$ cat config.mk
export PLATFORM = sky130hd
export DESIGN_NAME = player_arb
export DESIGN_NICKNAME = d
export VERILOG_FILES = /design/src/rtl/player_arb_pkg.sv /design/src/rtl/player_arb_prio_enc.sv /design/src/rtl/player_arb.sv
export SDC_FILE = /design/constraint.sdc
export NUM_CORES = 1
export LEC_CHECK = 0
export BUFFER_PORTS_ARGS = -buffer_cell sky130_fd_sc_hd__buf_2
export CORE_MARGIN = 5
export CORE_UTILIZATION = 55
export CTS_BUF_LIST = sky130_fd_sc_hd__clkbuf_4 sky130_fd_sc_hd__clkbuf_8
export CTS_CLUSTER_DIAMETER = 80
export DETAILED_ROUTE_END_ITERATION = 8
export GPL_TIMING_DRIVEN = 0
export PLACE_DENSITY = 0.87
export SETUP_SLACK_MARGIN = 0.3
export SKIP_CTS_REPAIR_TIMING = 1
export SKIP_LAST_GASP = 1
export SLEW_MARGIN = 20
export SYNTH_ARGS = -nofsm -noshare
export SYNTH_HDL_FRONTEND = slang
export SYNTH_SLANG_ARGS = --single-unit
$ cat constraint.sdc
create_clock -name sysclk -period 5.2 [get_ports sysclk]
set_input_delay 1.04 -clock sysclk [delete_from_list [all_inputs] [get_ports sysclk]]
set_output_delay 1.04 -clock sysclk [all_outputs]
set_load 0.01 [all_outputs]
$ cat src/rtl/player_arb_pkg.sv
// Shared constants and state encoding for the music-player arbiter.
// Requester indices double as priorities: a lower index wins.
package player_arb_pkg;

  localparam int unsigned MSC_N = 8;

  localparam int unsigned REQ_ALARM = 0;
  localparam int unsigned REQ_CHIME = 1;
  localparam int unsigned REQ_TIMER = 2;
  localparam int unsigned REQ_KEY   = 3;

  typedef enum logic [2:0] {
    ST_IDLE,
    ST_LAUNCH,
    ST_PLAY,
    ST_ABORT,
    ST_GAP
  } state_e;

endpackage

$ cat src/rtl/player_arb_prio_enc.sv
// Lowest-index-wins priority encoder over the pending request vector.
module player_arb_prio_enc #(
  parameter int unsigned N_REQ = 4,
  parameter int unsigned IDX_W = 2
) (
  input  logic [N_REQ-1:0] pend,
  output logic [IDX_W-1:0] idx,
  output logic             valid
);

  always_comb begin
    idx   = '0;
    valid = 1'b0;
    // Walk down so the lowest set index is the last one written.
    for (int i = int'(N_REQ) - 1; i >= 0; i--) begin
      if (pend[i]) begin
        idx   = IDX_W'(i);
        valid = 1'b1;
      end
    end
  end

endmodule

$ cat src/rtl/player_arb.sv
// Fixed-priority arbiter for the shared music player: latches requests, launches the winner,
// preempts for higher priority, ramps alarm volume and enforces a hard play timeout.
module player_arb #(
  parameter int unsigned      N_REQ      = 4,
  parameter int unsigned      MSC_N      = player_arb_pkg::MSC_N,
  parameter int unsigned      TRK_W      = 3,
  parameter int unsigned      GAP_MS     = 20,
  parameter int unsigned      TIMEOUT_MS = 60000,
  parameter int unsigned      RAMP_MS    = 500,
  parameter int unsigned      VOL_STEP   = 64,
  parameter logic [N_REQ-1:0] RAMP_EN    = N_REQ'(1)
) (
  input  logic                   sysclk,
  input  logic                   rst,
  input  logic [N_REQ-1:0]       req,
  input  logic [N_REQ*TRK_W-1:0] req_track,
  input  logic [N_REQ*10-1:0]    req_vol,
  input  logic                   cancel,
  input  logic                   play_done,
  input  logic                   ms_tick,
  output logic [MSC_N-1:0]       start,
  output logic [9:0]             volume,
  output logic                   abort,
  output logic                   busy,
  output logic [1:0]             grant_id
);
  import player_arb_pkg::*;

  state_e           state_q, state_d;
  logic [N_REQ-1:0] pend_q, pend_d, pend_eff, req_ok;
  logic [TRK_W-1:0] trk_q [N_REQ];
  logic [9:0]       tgt_q [N_REQ];
  logic [1:0]       owner_q, win_idx;
  logic             win_valid, clear_all, cancel_q;
  logic             preempt, timeout_hit, gap_done, ramp_step, ramp_on;
  logic [15:0]      ms_cnt_q, ramp_cnt_q;
  logic [9:0]       play_vol_q, max_vol_q, launch_vol, ramp_vol;
  logic [10:0]      ramp_sum;

  always_comb begin
    for (int i = 0; i < int'(N_REQ); i++) begin
      req_ok[i] = req[i] && (32'(req_track[i*TRK_W +: TRK_W]) < MSC_N);
    end
  end

  assign clear_all = cancel || (state_q == ST_ABORT && cancel_q);
  assign pend_eff  = (pend_q | req_ok) & ~{N_REQ{clear_all}};

  player_arb_prio_enc #(
    .N_REQ(N_REQ),
    .IDX_W(2)
  ) u_prio_enc (
    .pend (pend_eff),
    .idx  (win_idx),
    .valid(win_valid)
  );

  always_comb begin
    pend_d = pend_eff;
    if (state_q == ST_IDLE && win_valid) pend_d[win_idx] = 1'b0;
  end

  assign preempt     = win_valid && (win_idx < owner_q);
  assign timeout_hit = ms_tick && (32'(ms_cnt_q) >= TIMEOUT_MS - 1);
  assign gap_done    = ms_tick && (32'(ms_cnt_q) >= GAP_MS - 1);
  assign ramp_step   = ms_tick && (32'(ramp_cnt_q) >= RAMP_MS - 1);
  assign ramp_on     = RAMP_EN[owner_q];

  always_comb begin
    launch_vol = tgt_q[owner_q];
    if (ramp_on && (32'(tgt_q[owner_q]) > VOL_STEP)) launch_vol = 10'(VOL_STEP);
  end

  // 11-bit sum so a step past full scale saturates instead of wrapping.
  assign ramp_sum = {1'b0, play_vol_q} + 11'(VOL_STEP);
  assign ramp_vol = (ramp_sum > {1'b0, max_vol_q}) ? max_vol_q : ramp_sum[9:0];

  always_ff @(posedge sysclk) begin
    if (rst) state_q <= ST_IDLE;
    else     state_q <= state_d;
  end

  always_comb begin
    state_d = state_q;
    unique case (state_q)
      ST_IDLE:   if (win_valid) state_d = ST_LAUNCH;
      ST_LAUNCH: state_d = cancel ? ST_ABORT : ST_PLAY;
      ST_PLAY: begin
        if (cancel || preempt || timeout_hit) state_d = ST_ABORT;
        else if (play_done)                   state_d = ST_GAP;
      end
      ST_ABORT:  state_d = ST_GAP;
      ST_GAP:    if (gap_done) state_d = ST_IDLE;
      default:   state_d = ST_IDLE;
    endcase
  end

  always_comb begin
    for (int j = 0; j < int'(MSC_N); j++) begin
      start[j] = (state_q == ST_LAUNCH) && (32'(trk_q[owner_q]) == 32'(j));
    end
    volume = '0;
    if (state_q == ST_LAUNCH)    volume = launch_vol;
    else if (state_q == ST_PLAY) volume = play_vol_q;
    abort    = (state_q == ST_ABORT);
    busy     = (state_q != ST_IDLE);
    grant_id = owner_q;
  end

  always_ff @(posedge sysclk) begin
    if (rst) begin
      pend_q     <= '0;
      owner_q    <= '0;
      cancel_q   <= 1'b0;
      ms_cnt_q   <= '0;
      ramp_cnt_q <= '0;
      play_vol_q <= '0;
      max_vol_q  <= '0;
      for (int i = 0; i < int'(N_REQ); i++) begin
        trk_q[i] <= '0;
        tgt_q[i] <= '0;
      end
    end else begin
      pend_q <= pend_d;
      for (int i = 0; i < int'(N_REQ); i++) begin
        if (req_ok[i]) begin
          trk_q[i] <= req_track[i*TRK_W +: TRK_W];
          tgt_q[i] <= req_vol[i*10 +: 10];
        end
      end
      if (state_q == ST_IDLE && win_valid) owner_q <= win_idx;
      if (state_d == ST_ABORT && state_q != ST_ABORT) cancel_q <= cancel;
      // One ms counter serves both the play timeout and the gap; it restarts on every state change.
      if (state_d != state_q)               ms_cnt_q <= '0;
      else if (ms_tick && ms_cnt_q != '1)   ms_cnt_q <= ms_cnt_q + 16'd1;
      if (state_q == ST_LAUNCH) begin
        ramp_cnt_q <= '0;
        play_vol_q <= launch_vol;
        max_vol_q  <= tgt_q[owner_q];
      end else if (state_q == ST_PLAY && ms_tick) begin
        ramp_cnt_q <= ramp_step ? '0 : ramp_cnt_q + 16'd1;
        if (ramp_on && ramp_step) play_vol_q <= ramp_vol;
      end
    end
  end

endmodule
==> results.md <==
- The run finished with clean final reports.
- The highest ir drop seen on vdd is 0.000200 V.
- The cell internal power dissipation is 1.52 mW.
- TritonCTS built the clock tree.
- The total iterations of the first detailed-routing run is 5.
- The global-route usage over all layers is 0.223.
- The clock group share of total power is 0.354.
- The share of synthesized area in the top cell type comes to 0.272.
- The commonest cells after synthesis are 69 x sky130_fd_sc_hd__nor2_1, 64 x sky130_fd_sc_hd__dfxtp_1, 58 x sky130_fd_sc_hd__and2_1, 52 x sky130_fd_sc_hd__edfxtp_1, 46 x sky130_fd_sc_hd__nand2_1.
- In this run, CTS created clock tree buffers numbering 17.
- The path class of the tightest hold or removal check is reg -> reg.
- The number of antenna violations at the first check in global routing is 0.
- The largest single stage delay on the critical path is 0.74 ns.
- Of the synthesized area, sequential elements account for 0.495.
- Summed over all instances, the cell type with the most area after synthesis is sky130_fd_sc_hd__edfxtp_1.
- Of the total power, the share spent switching nets is 0.312.
- The floorplan step set the die width to 112 um.
- The final worst clock skew is 0.0114 ns.
- The top flip-flop cell by instance count after synthesis is sky130_fd_sc_hd__dfxtp_1.
- The final cycle utilization of the critical path is 0.739.
- Once layout is complete, the cells apart from fillers number 816.
- After the last flow step, the layout net total stands at 742.
- For this design the top-level I/O count stands at 83.
- At the later pin of the worst-skew pair, clock insertion delay measures 0.44 ns.
- Detailed placement ended at an HPWL of 10,100 um.
- Setup total negative slack on the finished layout was measured at 0 ns.
- Of the total power, combinational logic draws 0.174.
- After synthesis, the netlist uses 62 different library cells.
- The number of buffers inserted by port buffering is 81.
- The tree is rooted in a sky130_fd_sc_hd__clkbuf_8.
- The fraction of synthesis flops using an asynchronous set or reset pin is 0.
- The worst path needs 3.84 ns of the cycle, external delays included.
- The detailed router finished its first iteration with between 300 and 400 violations.
- STA puts the critical path data required time at 4.16 ns.
- Counting tap cells, the placed design contains a total of 784 instances.
- The average routed wire per standard cell is 16.8 um.
- Among all stages on the critical path, the largest delay is contributed by sky130_fd_sc_hd__nor3b_1.
- Walking the worst path, the cells encountered are buf_2, nor3b_1, clkbuf_1, buf_2, nand2_1, nor2_1, buf_2.
- From bottom edge to top edge, the die measures 112 um.
- The core outline area is 0.0103 mm2.
- The hold violation total from the final report is 0.
- The most numerous cell type found on the critical path is sky130_fd_sc_hd__buf_2.
- Synthesis handed over a netlist of 567 instances.
- The synthesized design contains 116 register bits.
- After detailed routing, the number of vias per cell comes to 5.74.
- The sequential group share of total power is 0.473.
- In the global route stage, met2 resource usage came out at 0.397.
- The analysis attributes to cell leakage a power of 2.58 nW.
- The met3 track utilization from global routing is 0.0588.
- For this run, global-route usage on met1 was measured as 0.254.
- The synthesis warning total is 0.
- The path type of the worst setup path is reg -> out.
- The most common cell in the synthesized netlist is sky130_fd_sc_hd__nor2_1.
- For this run, design rule violations remaining after detail routing come to 0.
- The power density relative to cell area is 330 mW/mm2.
- The via count is 4,683.
- Yosys mapped a number of flops with a built-in enable equal to 52.
- Routability-driven placement finished with a final weighted congestion of roughly 0.91.
- In this run the remaining antenna-violating nets after routing total 0.
- Clock tree synthesis found a total of between 100 and 150 sinks.
- The layer flagged by global routing as most heavily used is met2.
- The startpoint of the lowest-slack register-to-register path is play_vol_q[7]$_SDFFE_PP0P_.
- A synthesized cell averages 10.1 um2.
- The row count is 37.
- The maximum number of buffers from clock root to sink is 2.
- For this design the total switching power over the nets is 0.690 mW.
- Clock-pin slew was measured on the worst setup and hold paths at 0.08 ns.
- Setup repair after global routing left no endpoint under its margin.
- The total overflow left after global routing is 0.
- The critical path starts at state_q[0]$_SDFF_PP0_.
- STA puts the critical path data arrival time at 2.80 ns.
- For this run, the top clock speed supported by timing is 0.260 GHz.
- The maximum number of pins on one net before global-route repair is 17.
- When the netlist entered floorplanning its net count stood at around 640.
- Of the cells placed in the final design, the portion with a size suffix greater than 1 is 0.222.
- The worst max-slew margin expressed relative to the limit is 0.418.
- The number of global-route vias before repair was 4,749.
- The worst hold path startpoint is max_vol_q[9]$_SDFFE_PP0P_.
- Setup violations remaining at the end of the flow were counted as 0.
- For the pin with the worst max-slew slack, the measured transition is about 0.87 ns.
- The die covers 0.0126 mm2.
- The launching element type of the critical path is a flop.
- Yosys attributes the largest share of cell area to sky130_fd_sc_hd__edfxtp_1 27%, sky130_fd_sc_hd__dfxtp_1 22%, sky130_fd_sc_hd__and2_1 6.3%.
- In this run the number of H-tree levels came out at 4.
- The number of max-slew violations in the final report is 0.
- The initial cell density of the core is 0.559.
- The synthesized cell area is 0.00574 mm2.
- The number of antenna diodes in the final layout is 0.
- The first global-routing pass estimated 22,600 um of wire.
- The worst setup path is captured at a primary output.
- Power comes to 2.21 mW.
- Wires add up to 13,700 um.
- The max-cap violation count is 0.
- The area overhead of the layout relative to synthesis is 16.5%.
- The largest fanout of any net on the critical path is 10.
==> logic make-up after synthesis <==
group,after synthesis,synth area share
buffers and inverters,49,0.0375
multiplexers,15,0.0547
AO/OA/AOI/OAI,97,0.118
adder cells (fa/ha/maj),14,0.0305
flip-flops,116,0.495
AND/OR/NAND/NOR,252,0.228
XOR/XNOR,24,0.0366
==> sequential cells by signal (all words and copies together), names as in the netlist, named ones only <==
name        cells
trk_q          12
max_vol_q      10
grant_id        2
ms_cnt_q       16
state_q         3
play_vol_q     10
pend_q          4
cancel_q        1
tgt_q          40
ramp_cnt_q     16
==> worst paths after layout <==
path | to | slack [ns] | depth (start not counted)
max | start[5] | 1.36 | 7
min | max_vol_q[9]$_SDFFE_PP0P_ | 0.47 | 2
max reg2reg | play_vol_q[7]$_SDFFE_PP0P_ | 2.20 | 9
min reg2reg | max_vol_q[9]$_SDFFE_PP0P_ | 0.47 | 2
==> power groups by stage <==
| stage | Clock (mW) | Sequential, mW | Combinational, mW |
|---|---|---|---|
| floorplan | 0 | 1.05 | 0.271 |
| global placement | 0 | 1.06 | 0.365 |
| detailed placement | 0 | 1.06 | 0.377 |
| CTS | 0.787 | 1.04 | 0.380 |
| global route | 0.838 | 1.05 | 0.424 |
| finish | 0.781 | 1.04 | 0.383 |
==> per-layer routing <==
metal	up-vias	wire length [um]
li1	2243	-
met1	2209	5430
met2	197	7050
met3	34	887
met4	0	327
met5	-	0
==> final cells by class <==
cell class	count	area (um2)
Timing Repair Buffer	81	405
Inverter	24	90.1
Clock buffer	17	234
Sequential cell	116	2840
Fill cell	790	3590
Multi-Input combinational cell	402	2690
Tap cell	136	170
Clock inverter	15	138
Buffer	25	125
==> worst max-delay path, delay by kind of cell (launching register included) <==
kind,cells,cell delay (ns)
simple gates,3,1.02
buf+inv,4,1.04
flops,1,0.31
==> per-stage QoR <==
step                 util  hold WS (ns)  area (um2)  setup WS [ns]
floorplan               -         0.429        5740           2.27
global placement    0.615         0.446        6320           1.85
CTS                 0.651         0.468        6690           1.35
global route        0.651         0.509        6690           1.07
finish              0.651         0.468        6690           1.36
detailed placement  0.615         0.450        6320           1.85
==> layout by cell type (no fill, tap or decap), drive strengths merged, types with 15 or more instances in the layout <==
cell type,count
nor2,69
a21oi,24
edfxtp,52
buf,92
clkbuf,31
dfxtp,64
nand2,46
and2,58
inv,34
nor3,15
Note: power is estimated with default switching activity, not from simulation.
